File: config.mk
export PLATFORM = sky130hd
export DESIGN_NAME = burst_data_fetcher
export DESIGN_NICKNAME = d
export VERILOG_FILES = /design/src/rtl/fetch_pkg.sv /design/src/rtl/fetch_resp_buf.sv /design/src/rtl/burst_data_fetcher.sv
export SDC_FILE = /design/constraint.sdc
export NUM_CORES = 1
export LEC_CHECK = 0
export BUFFER_PORTS_ARGS = -buffer_cell sky130_fd_sc_hd__clkbuf_2
export CAP_MARGIN = 20
export CORE_MARGIN = 8
export CORE_UTILIZATION = 48
export CTS_BUF_LIST = sky130_fd_sc_hd__clkbuf_8 sky130_fd_sc_hd__clkbuf_16
export CTS_CLUSTER_SIZE = 8
export DETAILED_ROUTE_END_ITERATION = 10
export PLACE_DENSITY = 0.74
export SYNTH_ARGS = -nofsm -noshare
export SYNTH_HDL_FRONTEND = slang
export SYNTH_HIERARCHICAL = 1
export SYNTH_SLANG_ARGS = --single-unit
File: constraint.sdc
create_clock -name clk -period 10.2 [get_ports clk]
set_clock_uncertainty 0.05 [all_clocks]
set_input_delay 3.06 -clock clk [delete_from_list [all_inputs] [get_ports clk]]
set_output_delay 3.06 -clock clk [all_outputs]
set_load 0.02 [all_outputs]
File: src/rtl/fetch_pkg.sv
// Shared types and sizing helpers for the burst data fetcher.
package fetch_pkg;

  typedef enum logic [1:0] {
    IDLE  = 2'd0,
    ISSUE = 2'd1,
    DRAIN = 2'd2,
    DONE  = 2'd3
  } state_t;

  // Index width that stays at least one bit for single-entry ranges.
  function automatic int sel_width(input int n);
    return (n > 1) ? $clog2(n) : 1;
  endfunction

  // Width of a counter that must hold values 0..max_val inclusive.
  function automatic int cnt_width(input int max_val);
    return (max_val > 0) ? $clog2(max_val + 1) : 1;
  endfunction

  // Total bus words in one image.
  function automatic int calc_total(input int num_ch, input int words_per_ch);
    return num_ch * words_per_ch;
  endfunction

  // Elements packed into one bus word.
  function automatic int calc_epw(input int bus_w, input int elem_w);
    return bus_w / elem_w;
  endfunction

endpackage

File: src/rtl/fetch_resp_buf.sv
// Circular response buffer holding read words until the unpacker consumes them.
// Push and pop may occur in the same cycle; occupancy is then unchanged.
module fetch_resp_buf
  import fetch_pkg::*;
#(
  parameter int BUS_W = 64,
  parameter int DEPTH = 4,
  localparam int PTR_W = sel_width(DEPTH),
  localparam int CNT_W = cnt_width(DEPTH)
) (
  input  logic             clk,
  input  logic             rst,
  input  logic             push,
  input  logic [BUS_W-1:0] push_data,
  input  logic             pop,
  output logic [BUS_W-1:0] head_data,
  output logic             empty,
  output logic [CNT_W-1:0] count
);

  logic [BUS_W-1:0] mem [DEPTH];
  logic [PTR_W-1:0] wr_ptr;
  logic [PTR_W-1:0] rd_ptr;

  function automatic logic [PTR_W-1:0] ptr_inc(input logic [PTR_W-1:0] p);
    return (p == PTR_W'(DEPTH - 1)) ? '0 : p + 1'b1;
  endfunction

  // Pointer and occupancy tracking.
  always_ff @(posedge clk) begin
    if (rst) begin
      wr_ptr <= '0;
      rd_ptr <= '0;
      count  <= '0;
    end else begin
      if (push) wr_ptr <= ptr_inc(wr_ptr);
      if (pop)  rd_ptr <= ptr_inc(rd_ptr);
      if (push && !pop)      count <= count + 1'b1;
      else if (pop && !push) count <= count - 1'b1;
    end
  end

  // Word storage; contents are qualified by count, so no reset is needed.
  always_ff @(posedge clk) begin
    if (push) mem[wr_ptr] <= push_data;
  end

  assign head_data = mem[rd_ptr];
  assign empty     = (count == '0);

endmodule

File: src/rtl/burst_data_fetcher.sv
// Avalon-MM burst read master that streams an image into per-channel FIFOs.
// Optional build macro FETCH_STATS_EN adds saturating stall counters.
module burst_data_fetcher
  import fetch_pkg::*;
#(
  parameter int ADDR_W       = 32,
  parameter int BUS_W        = 64,
  parameter int ELEM_W       = 8,
  parameter int NUM_CH       = 9,
  parameter int WORDS_PER_CH = 1,
  parameter int MAX_OUT      = 4,
  localparam int SEL_W       = sel_width(NUM_CH)
) (
  input  logic              clk,
  input  logic              rst,
  input  logic              start,
  input  logic [ADDR_W-1:0] base_addr,
  output logic              busy,
  output logic              done,
  output logic [ADDR_W-1:0] mem_address,
  output logic              mem_read,
  input  logic [BUS_W-1:0]  mem_readdata,
  input  logic              mem_readdatavalid,
  input  logic              mem_waitrequest,
  output logic [ELEM_W-1:0] fifo_data,
  output logic [SEL_W-1:0]  fifo_sel,
  output logic              fifo_wren,
  input  logic [NUM_CH-1:0] fifo_full
`ifdef FETCH_STATS_EN
  ,
  output logic [15:0]       stall_wait,
  output logic [15:0]       stall_full
`endif
);

  localparam int TOTAL  = calc_total(NUM_CH, WORDS_PER_CH);
  localparam int EPW    = calc_epw(BUS_W, ELEM_W);
  localparam int IW     = cnt_width(TOTAL);
  localparam int CW     = cnt_width(MAX_OUT);
  localparam int EW     = sel_width(EPW);
  localparam int WW     = sel_width(WORDS_PER_CH);
  localparam int FULL_W = 1 << SEL_W;

  state_t            state;
  state_t            state_nxt;
  logic [IW-1:0]     issued;
  logic [IW-1:0]     words_done;
  logic [CW-1:0]     credits;
  logic [CW-1:0]     buf_count;
  logic [EW-1:0]     elem_idx;
  logic [WW-1:0]     word_in_ch;
  logic [SEL_W-1:0]  ch;
  logic [BUS_W-1:0]  head_data;
  logic [FULL_W-1:0] full_ext;
  logic [ELEM_W-1:0] elem;
  logic              active;
  logic              start_acc;
  logic              accept;
  logic              push;
  logic              pop;
  logic              buf_empty;
  logic              elem_pend;
  logic              chan_full;
  logic              last_elem;
  logic              last_word;

  assign active    = (state == ISSUE) || (state == DRAIN);
  assign start_acc = (state == IDLE) && start;
  assign busy      = active;
  assign done      = (state == DONE);

  // Issue while words remain and a buffer slot is reserved for the reply.
  assign mem_read  = (state == ISSUE) && (issued < IW'(TOTAL)) && (credits != '0);
  assign accept    = mem_read && !mem_waitrequest;

  // Responses outside an active fetch are stale and dropped.
  assign push      = mem_readdatavalid && active && ((buf_count != CW'(MAX_OUT)) || pop);

  assign full_ext  = FULL_W'(fifo_full);
  assign elem_pend = !buf_empty;
  assign chan_full = full_ext[ch];
  assign fifo_wren = elem_pend && !chan_full;
  assign last_elem = (elem_idx == EW'(EPW - 1));
  assign pop       = fifo_wren && last_elem;
  assign last_word = (words_done == IW'(TOTAL - 1));

  assign fifo_data = elem_pend ? elem : '0;
  assign fifo_sel  = elem_pend ? ch : '0;

  fetch_resp_buf #(
    .BUS_W (BUS_W),
    .DEPTH (MAX_OUT)
  ) u_resp_buf (
    .clk       (clk),
    .rst       (rst),
    .push      (push),
    .push_data (mem_readdata),
    .pop       (pop),
    .head_data (head_data),
    .empty     (buf_empty),
    .count     (buf_count)
  );

  // Select the current element of the head word, most significant first.
  always_comb begin
    elem = '0;
    for (int i = 0; i < EPW; i++) begin
      if (elem_idx == EW'(i)) elem = head_data[BUS_W-1-i*ELEM_W -: ELEM_W];
    end
  end

  // State register.
  always_ff @(posedge clk) begin
    if (rst) state <= IDLE;
    else     state <= state_nxt;
  end

  // Next-state logic.
  always_comb begin
    state_nxt = state;
    case (state)
      IDLE:    if (start) state_nxt = ISSUE;
      ISSUE: begin
        if (pop && last_word)                       state_nxt = DONE;
        else if (accept && issued == IW'(TOTAL - 1)) state_nxt = DRAIN;
      end
      DRAIN:   if (pop && last_word) state_nxt = DONE;
      DONE:    state_nxt = IDLE;
      default: state_nxt = IDLE;
    endcase
  end

  // Issue address, credit pool and unpack position.
  always_ff @(posedge clk) begin
    if (rst) begin
      mem_address <= '0;
      issued      <= '0;
      credits     <= '0;
      words_done  <= '0;
      elem_idx    <= '0;
      word_in_ch  <= '0;
      ch          <= '0;
    end else if (start_acc) begin
      mem_address <= base_addr;
      issued      <= '0;
      credits     <= CW'(MAX_OUT);
      words_done  <= '0;
      elem_idx    <= '0;
      word_in_ch  <= '0;
      ch          <= '0;
    end else begin
      if (accept) begin
        issued      <= issued + 1'b1;
        mem_address <= mem_address + 1'b1;
      end
      case ({accept, pop})
        2'b10:   credits <= credits - 1'b1;
        2'b01:   credits <= credits + 1'b1;
        default: credits <= credits;
      endcase
      if (fifo_wren) elem_idx <= last_elem ? '0 : elem_idx + 1'b1;
      if (pop) begin
        words_done <= words_done + 1'b1;
        if (word_in_ch == WW'(WORDS_PER_CH - 1)) begin
          word_in_ch <= '0;
          ch         <= ch + 1'b1;
        end else begin
          word_in_ch <= word_in_ch + 1'b1;
        end
      end
    end
  end

`ifdef FETCH_STATS_EN
  function automatic logic [15:0] sat_inc(input logic [15:0] v);
    return (&v) ? v : v + 16'd1;
  endfunction

  // Saturating stall counters, cleared on reset and on each accepted start.
  always_ff @(posedge clk) begin
    if (rst || start_acc) begin
      stall_wait <= '0;
      stall_full <= '0;
    end else begin
      if (mem_read && mem_waitrequest) stall_wait <= sat_inc(stall_wait);
      if (elem_pend && chan_full)      stall_full <= sat_inc(stall_full);
    end
  end
`endif

endmodule

==> flow_summary.json, run 1 <==
{
  "cpMostUsedCell": "clkbuf_2",
  "fin_cells": 1433,
  "cts_tree": "built",
  "p_total_mw": 3.78,
  "placed_area_um2": 14600,
  "post-place-ws_ns": 2.73,
  "cellLeakagePower_nw": 5.47,
  "busiest_layer": "met2",
  "slew_viol_final": 0,
  "die-area_um2": 33900,
  "yosysTopAreaCell": "edfxtp_1",
  "synth_top_area_share_pct": 56.6,
  "grt-ovfl-total": 0,
  "finalInstanceArea_um2": 15800,
  "worstSkewPairLatency_ns": 0.53,
  "num_rows": 61,
  "synthToLayoutAreaGrowth_pct": 16.6,
  "max_slew.worst_pin.slew_ns": 1.10,
  "path_clk_slew_ns": 0.05,
  "regArea_um2": 8910,
  "wl_per_cell_um": 20.6,
  "grtUsageTotal_pct": 17.2,
  "holdBufCountCts": 0,
  "avgViaCountPerCell": 5.72,
  "cts_buffers": 45,
  "met3_usage_pct": 3.86,
  "num_vias": 8198,
  "synth-edff-count": 256,
  "yosysWarnings": 6,
  "critPathMaxFanout": 6,
  "placedCellCount": 1373,
  "rsz0062_at_grt": "no",
  "max_freq_ghz": 0.134,
  "fin_nets": 1179,
  "fin_crit_ns": 7.46,
  "fill_cells": 2161,
  "critical_path_class": "primary input to output port",
  "drive_gt1_share_pct": 27.9,
  "ir_worst_vdd_mv": 0.177,
  "ant_nets": 0,
  "final-setup-viol-count": 0,
  "slowest_delay_ns": 0.48,
  "r2r_slack_ns": 6.35,
  "place_congestion": 0.806,
  "port_buffers": 157,
  "synth.area.top_cells": "edfxtp_1 (57%), mux4_2 (10%), dfxtp_1 (9.0%), ha_1 (2.3%), o21ai_0 (1.6%)",
  "fp.coreArea_um2": 27900,
  "synth_cell_type_count": 64,
  "slowest_stage": "mux4_2",
  "avgSynthCellArea_um2": 15.5,
  "synth_common_cells": "edfxtp_1 (256), dfxtp_1 (61), mux4_2 (61), o21ai_0 (44), nor2_1 (42)",
  "relSlewSlack_pct": 25.1,
  "finalCritPeriodShare_pct": 73.1,
  "multi_input_area_um2": 4230,
  "cts-root-buf": "clkbuf_16",
  "syn_area_um2": 13600,
  "synth_most_common_cell": "edfxtp_1",
  "grt_max_degree": 66,
  "wl_mm": 29.5,
  "status": "complete, no violations",
  "grt_pass1_wl_mm": 45.9,
  "hpwl_mm": 18.8,
  "synthCells": 876,
  "yosys_register_bits": 317,
  "antenna_found_initial": 3,
  "use_met1_pct": 22.8,
  "chipWidth_um": 184,
  "ctsResizeCount": 0,
  "grt_pass1_vias": 8311,
  "async_reset_ff_share_pct": 0,
  "finalHoldViolCount": 0,
  "synth_nets": 1013,
  "synth_ff_type": "edfxtp_1",
  "cts_setup_buffers": 0,
  "drt-initial-drc-count": 656,
  "start_util_pct": 48.7,
  "drcViolationCount": 0,
  "die_y_um": 184,
  "end_kind": "output port",
  "clock_sinks": 317,
  "h-tree-depth": 2,
  "firstDrtPassIters": 5,
  "io_pins": 158,
  "clockBufferDepth": 3,
  "cap_violations": 0,
  "cp.arrival_ns": 4.35,
  "synth.yosys.seq_area_share_pct": 65.6,
  "pwr_density_cell_nw_per_um2": 239,
  "worstSetupStartpointType": "primary input",
  "setup_slack_ns": 2.74,
  "use_met2_pct": 27.8,
  "finalSetupTns_ns": 0,
  "holdCritPathClass": "flip-flop to flip-flop",
  "crit_required_ns": 7.09,
  "worstPathCellList": "clkbuf_2 > mux4_2 > o2bb2ai_4 > o21a_1 > clkbuf_2"
}
[metrics by stage]
| step | hold WS (ns) | util (%) |
|---|---|---|
| 2_1_floorplan | 0.416 | - |
| 3_3_place_gp | 0.433 | 52.4 |
| 3_5_place_dp | 0.445 | 52.4 |
| 4_1_cts | 0.452 | 56.8 |
| 5_1_grt | 0.486 | 56.8 |
| 6_report | 0.448 | 56.8 |
[sequential cells by signal, summed over array words and instances, names as in the netlist, named ones only]
name               flops
ch                     4
credits                3
elem_idx               3
issued                 4
mem_address           32
state                  2
u_resp_buf/count       3
u_resp_buf/mem       256
u_resp_buf/rd_ptr      2
u_resp_buf/wr_ptr      2
words_done             4
[worst max-delay path, delay by kind of cell]
kind                   cells  cell delay [ns]
buffers and inverters      2             0.34
muxes                      1             0.48
AOI/OAI and AO/OA          2             0.47
[cells by family after synthesis]
| kind of cell | after synthesis | share of synthesized area (%) |
|---|---|---|
| AO/OA/AOI/OAI | 156 | 7.90 |
| XOR/XNOR | 23 | 1.48 |
| adder cells (fa/ha/maj) | 27 | 2.60 |
| buffers and inverters | 86 | 3.33 |
| flip-flops | 317 | 65.6 |
| multiplexers | 75 | 11.6 |
| AND/OR/NAND/NOR | 192 | 7.45 |
[final timing paths]
check                                       startpoint                               to  cells past startpoint
worst max register to register      ch[0]$_SDFFE_PP0P_  u_resp_buf/mem[0][45]$_DFFE_PP_                      6
worst min register to register  issued[1]$_SDFFE_PP0P_           issued[1]$_SDFFE_PP0P_                      2
worst max-delay path                      fifo_full[4]                        fifo_wren                      5
worst min-delay path            issued[1]$_SDFFE_PP0P_           issued[1]$_SDFFE_PP0P_                      2
[area by class of cell]
| cell class | instances | share of cell area (%) |
|---|---|---|
| Antenna cell | 1 | 0.0158 |
| Clock buffer | 46 | 7.20 |
| Clock inverter | 13 | 0.514 |
| Inverter | 41 | 0.972 |
| Multi-Input combinational cell | 473 | 26.7 |
| Sequential cell | 317 | 56.3 |
| Tap cell | 378 | 2.99 |
| Timing Repair Buffer | 164 | 5.29 |
[cells in the final DEF (no fill, tap or decap), drive strengths merged, types with 10 or more instances in the layout]
cell and n:
clkbuf 203, inv 54, xor2 18, ha 25, mux4 65, nor2 42
nor3 18, and2 11, nand4 14, o21ai 44, a211oi 10, nand3 18
edfxtp 256, nand2 40, dfxtp 61, a21oi 35
[metal layers]
metal / wire length, um / part of all wire [%] / up-vias
met1: 12400 / 42 / 4038
li1: - / - / 3779
met3: 2220 / 7.5 / 60
met4: 765 / 2.6 / 4
met5: 22 / 0.075 / -
met2: 14000 / 48 / 317
[where the power goes]
group / switching (mW) / internal (mW) / total [mW]
logic: 0.526 / 0.292 / 0.817
registers: 0.0973 / 1.58 / 1.67
clock network: 0.503 / 0.789 / 1.29
No activity file was read; power rests on OpenSTA's default activity.
==> run 2: changes to the inputs <==
==> constraint.sdc (replaced) <==
create_clock -name clk -period 7.03 [get_ports clk]
set_clock_uncertainty 0.05 [all_clocks]
set_input_delay 2.109 -clock clk [delete_from_list [all_inputs] [get_ports clk]]
set_output_delay 2.109 -clock clk [all_outputs]
set_load 0.02 [all_outputs]
==> run 2 against run 1 <==
Clock power grew 45%. Largest power group unchanged. Cell area grew 0.16%. Non-clock buffer count grew 2. Count of clock-buffer cells in the layout shrank 1. Core utilization grew 0.090 points. First-iteration DRC count shrank 15%. Critical endpoint is now fifo_data[6]. Die area is the same.
==> flow_summary.json, run 2 (synthesis results as in run 1) <==
{
  "fin_cells": 1433,
  "met3_usage_pct": 4.57,
  "use_met2_pct": 28.3,
  "holdBufCountCts": 0,
  "rsz0062_at_grt": "no",
  "cts_setup_buffers": 0,
  "pwr-share-seq_pct": 44.2,
  "slew_viol_final": 0,
  "firstDrtPassIters": 5,
  "grt_pass1_wl_mm": 46.5,
  "chipWidth_um": 184,
  "io_pins": 158,
  "p_comb_share_pct": 21.7,
  "die_y_um": 184,
  "antennaDiodeCount": 0,
  "drcViolationCount": 0,
  "setup_slack_ns": 1.21,
  "fin_crit_ns": 5.82,
  "antenna_found_initial": 1,
  "hold_ws_ns": 0.446,
  "clockBufferDepth": 3,
  "ctsResizeCount": 0,
  "drt-initial-drc-count": 555,
  "fin_nets": 1181,
  "worstSkewPairLatency_ns": 0.53,
  "hpwl_mm": 19.5,
  "max_freq_ghz": 0.172,
  "cap_violations": 0,
  "grtUsageTotal_pct": 17.6,
  "busiest_layer": "met2",
  "grt_pass1_vias": 8403,
  "place_congestion": 0.813,
  "synthToLayoutAreaGrowth_pct": 16.8,
  "finalSetupTns_ns": 0,
  "relSlewSlack_pct": 32.4,
  "worstSetupStartpointType": "flip-flop",
  "cts_buffers": 45,
  "grt-ovfl-total": 0,
  "finalCritPeriodShare_pct": 82.8,
  "layout_common_cells": "edfxtp_1 (256), clkbuf_2 (157), mux4_2 (61)",
  "start_util_pct": 48.7,
  "power.share.clock_pct": 34.0,
  "use_met1_pct": 22.7,
  "wl_per_cell_um": 21.0,
  "pwr_density_cell_nw_per_um2": 347,
  "ir_worst_vdd_mv": 0.314,
  "final_common_cell": "edfxtp_1",
  "placedCellCount": 1375,
  "finalHoldViolCount": 0,
  "ant_nets": 0,
  "critical_path_class": "flip-flop to output port",
  "max_slew.worst_pin.slew_ns": 1.01,
  "clock_sinks": 317,
  "cellLeakagePower_nw": 5.47,
  "crit_required_ns": 4.87,
  "post-place-ws_ns": 1.47,
  "internal_power_mw": 3.85,
  "final-setup-viol-count": 0,
  "cp.arrival_ns": 3.66,
  "p_switching_mw": 1.65,
  "die-area_um2": 33900,
  "fp.coreArea_um2": 27900,
  "avgViaCountPerCell": 5.80,
  "num_vias": 8306,
  "port_buffers": 157,
  "largest_reg_flops": 256,
  "critPathMaxFanout": 23,
  "top_regs": "u_resp_buf/mem (256), mem_address (32)",
  "cts-root-buf": "clkbuf_16",
  "cts_tree": "built",
  "grt_max_degree": 66,
  "h-tree-depth": 2,
  "path_clk_slew_ns": 0.05,
  "num_rows": 61,
  "wl_mm": 30.1,
  "regMostFlops": "u_resp_buf/mem",
  "p_sw_share_pct": 30.0,
  "end_kind": "output port",
  "drive_gt1_share_pct": 28.1,
  "holdCritPathClass": "flip-flop to flip-flop",
  "status": "complete, no violations"
}
[run 2: cell count changes in the layout (fill, tap and decap cells not counted)]
cell and delta:
diode_2 -1, clkbuf_8 -1, buf_12 +2, inv_1 -1, clkinv_2 +1
[run 2: power by group through the flow]
stage	logic (mW)	registers, mW	clock network [mW]
CTS	1.20	2.43	1.91
global route	1.30	2.46	1.99
finish	1.19	2.43	1.87
detailed placement	1.19	2.46	0
global placement	1.18	2.44	0
floorplan	0.720	2.49	0
[run 2: routing by layer]
| metal | up-vias | wire length [um] |
|---|---|---|
| met5 | - | 13 |
| met4 | 2 | 882 |
| met3 | 64 | 2620 |
| met2 | 389 | 14200 |
| met1 | 4071 | 12400 |
| li1 | 3780 | - |
[run 2: layout make-up]
class                   count  area [um2]
multi-input cells         473        4230
well taps                 378         473
inverters                  41         154
flip-flops and latches    317        8910
fillers                  2146       12000
clock buffers              45        1130
repair buffers            166         878
clock inverters            13        82.6
[run 2: critical path, stage by stage, from the launching register on]
cell	delay [ns]
dfxtp_1	0.67
ha_1	0.78
nor2_1	0.08
nand3_1	0.26
nor2_1	0.07
a2111oi_0	0.74
o31a_1	0.32
clkbuf_2	0.19
[run 2: worst paths after layout]
check	startpoint	endpoint	slack, ns	depth (start not counted)
worst max-delay path	elem_idx[2]$_SDFFE_PP0P_	fifo_data[6]	1.21	7
worst min-delay path	issued[1]$_SDFFE_PP0P_	issued[1]$_SDFFE_PP0P_	0.45	2
worst min register to register	issued[1]$_SDFFE_PP0P_	issued[1]$_SDFFE_PP0P_	0.45	2
worst max register to register	elem_idx[2]$_SDFFE_PP0P_	u_resp_buf/mem[1][27]$_DFFE_PP_	2.96	5
[run 2: through the flow]
step	area (um2)	power (mW)	utilization, %
2_1_floorplan	13600	3.21	-
3_3_place_gp	14700	3.62	52.6
3_5_place_dp	14700	3.65	52.6
4_1_cts	15900	5.54	56.9
5_1_grt	15900	5.74	56.9
6_report	15900	5.50	56.9
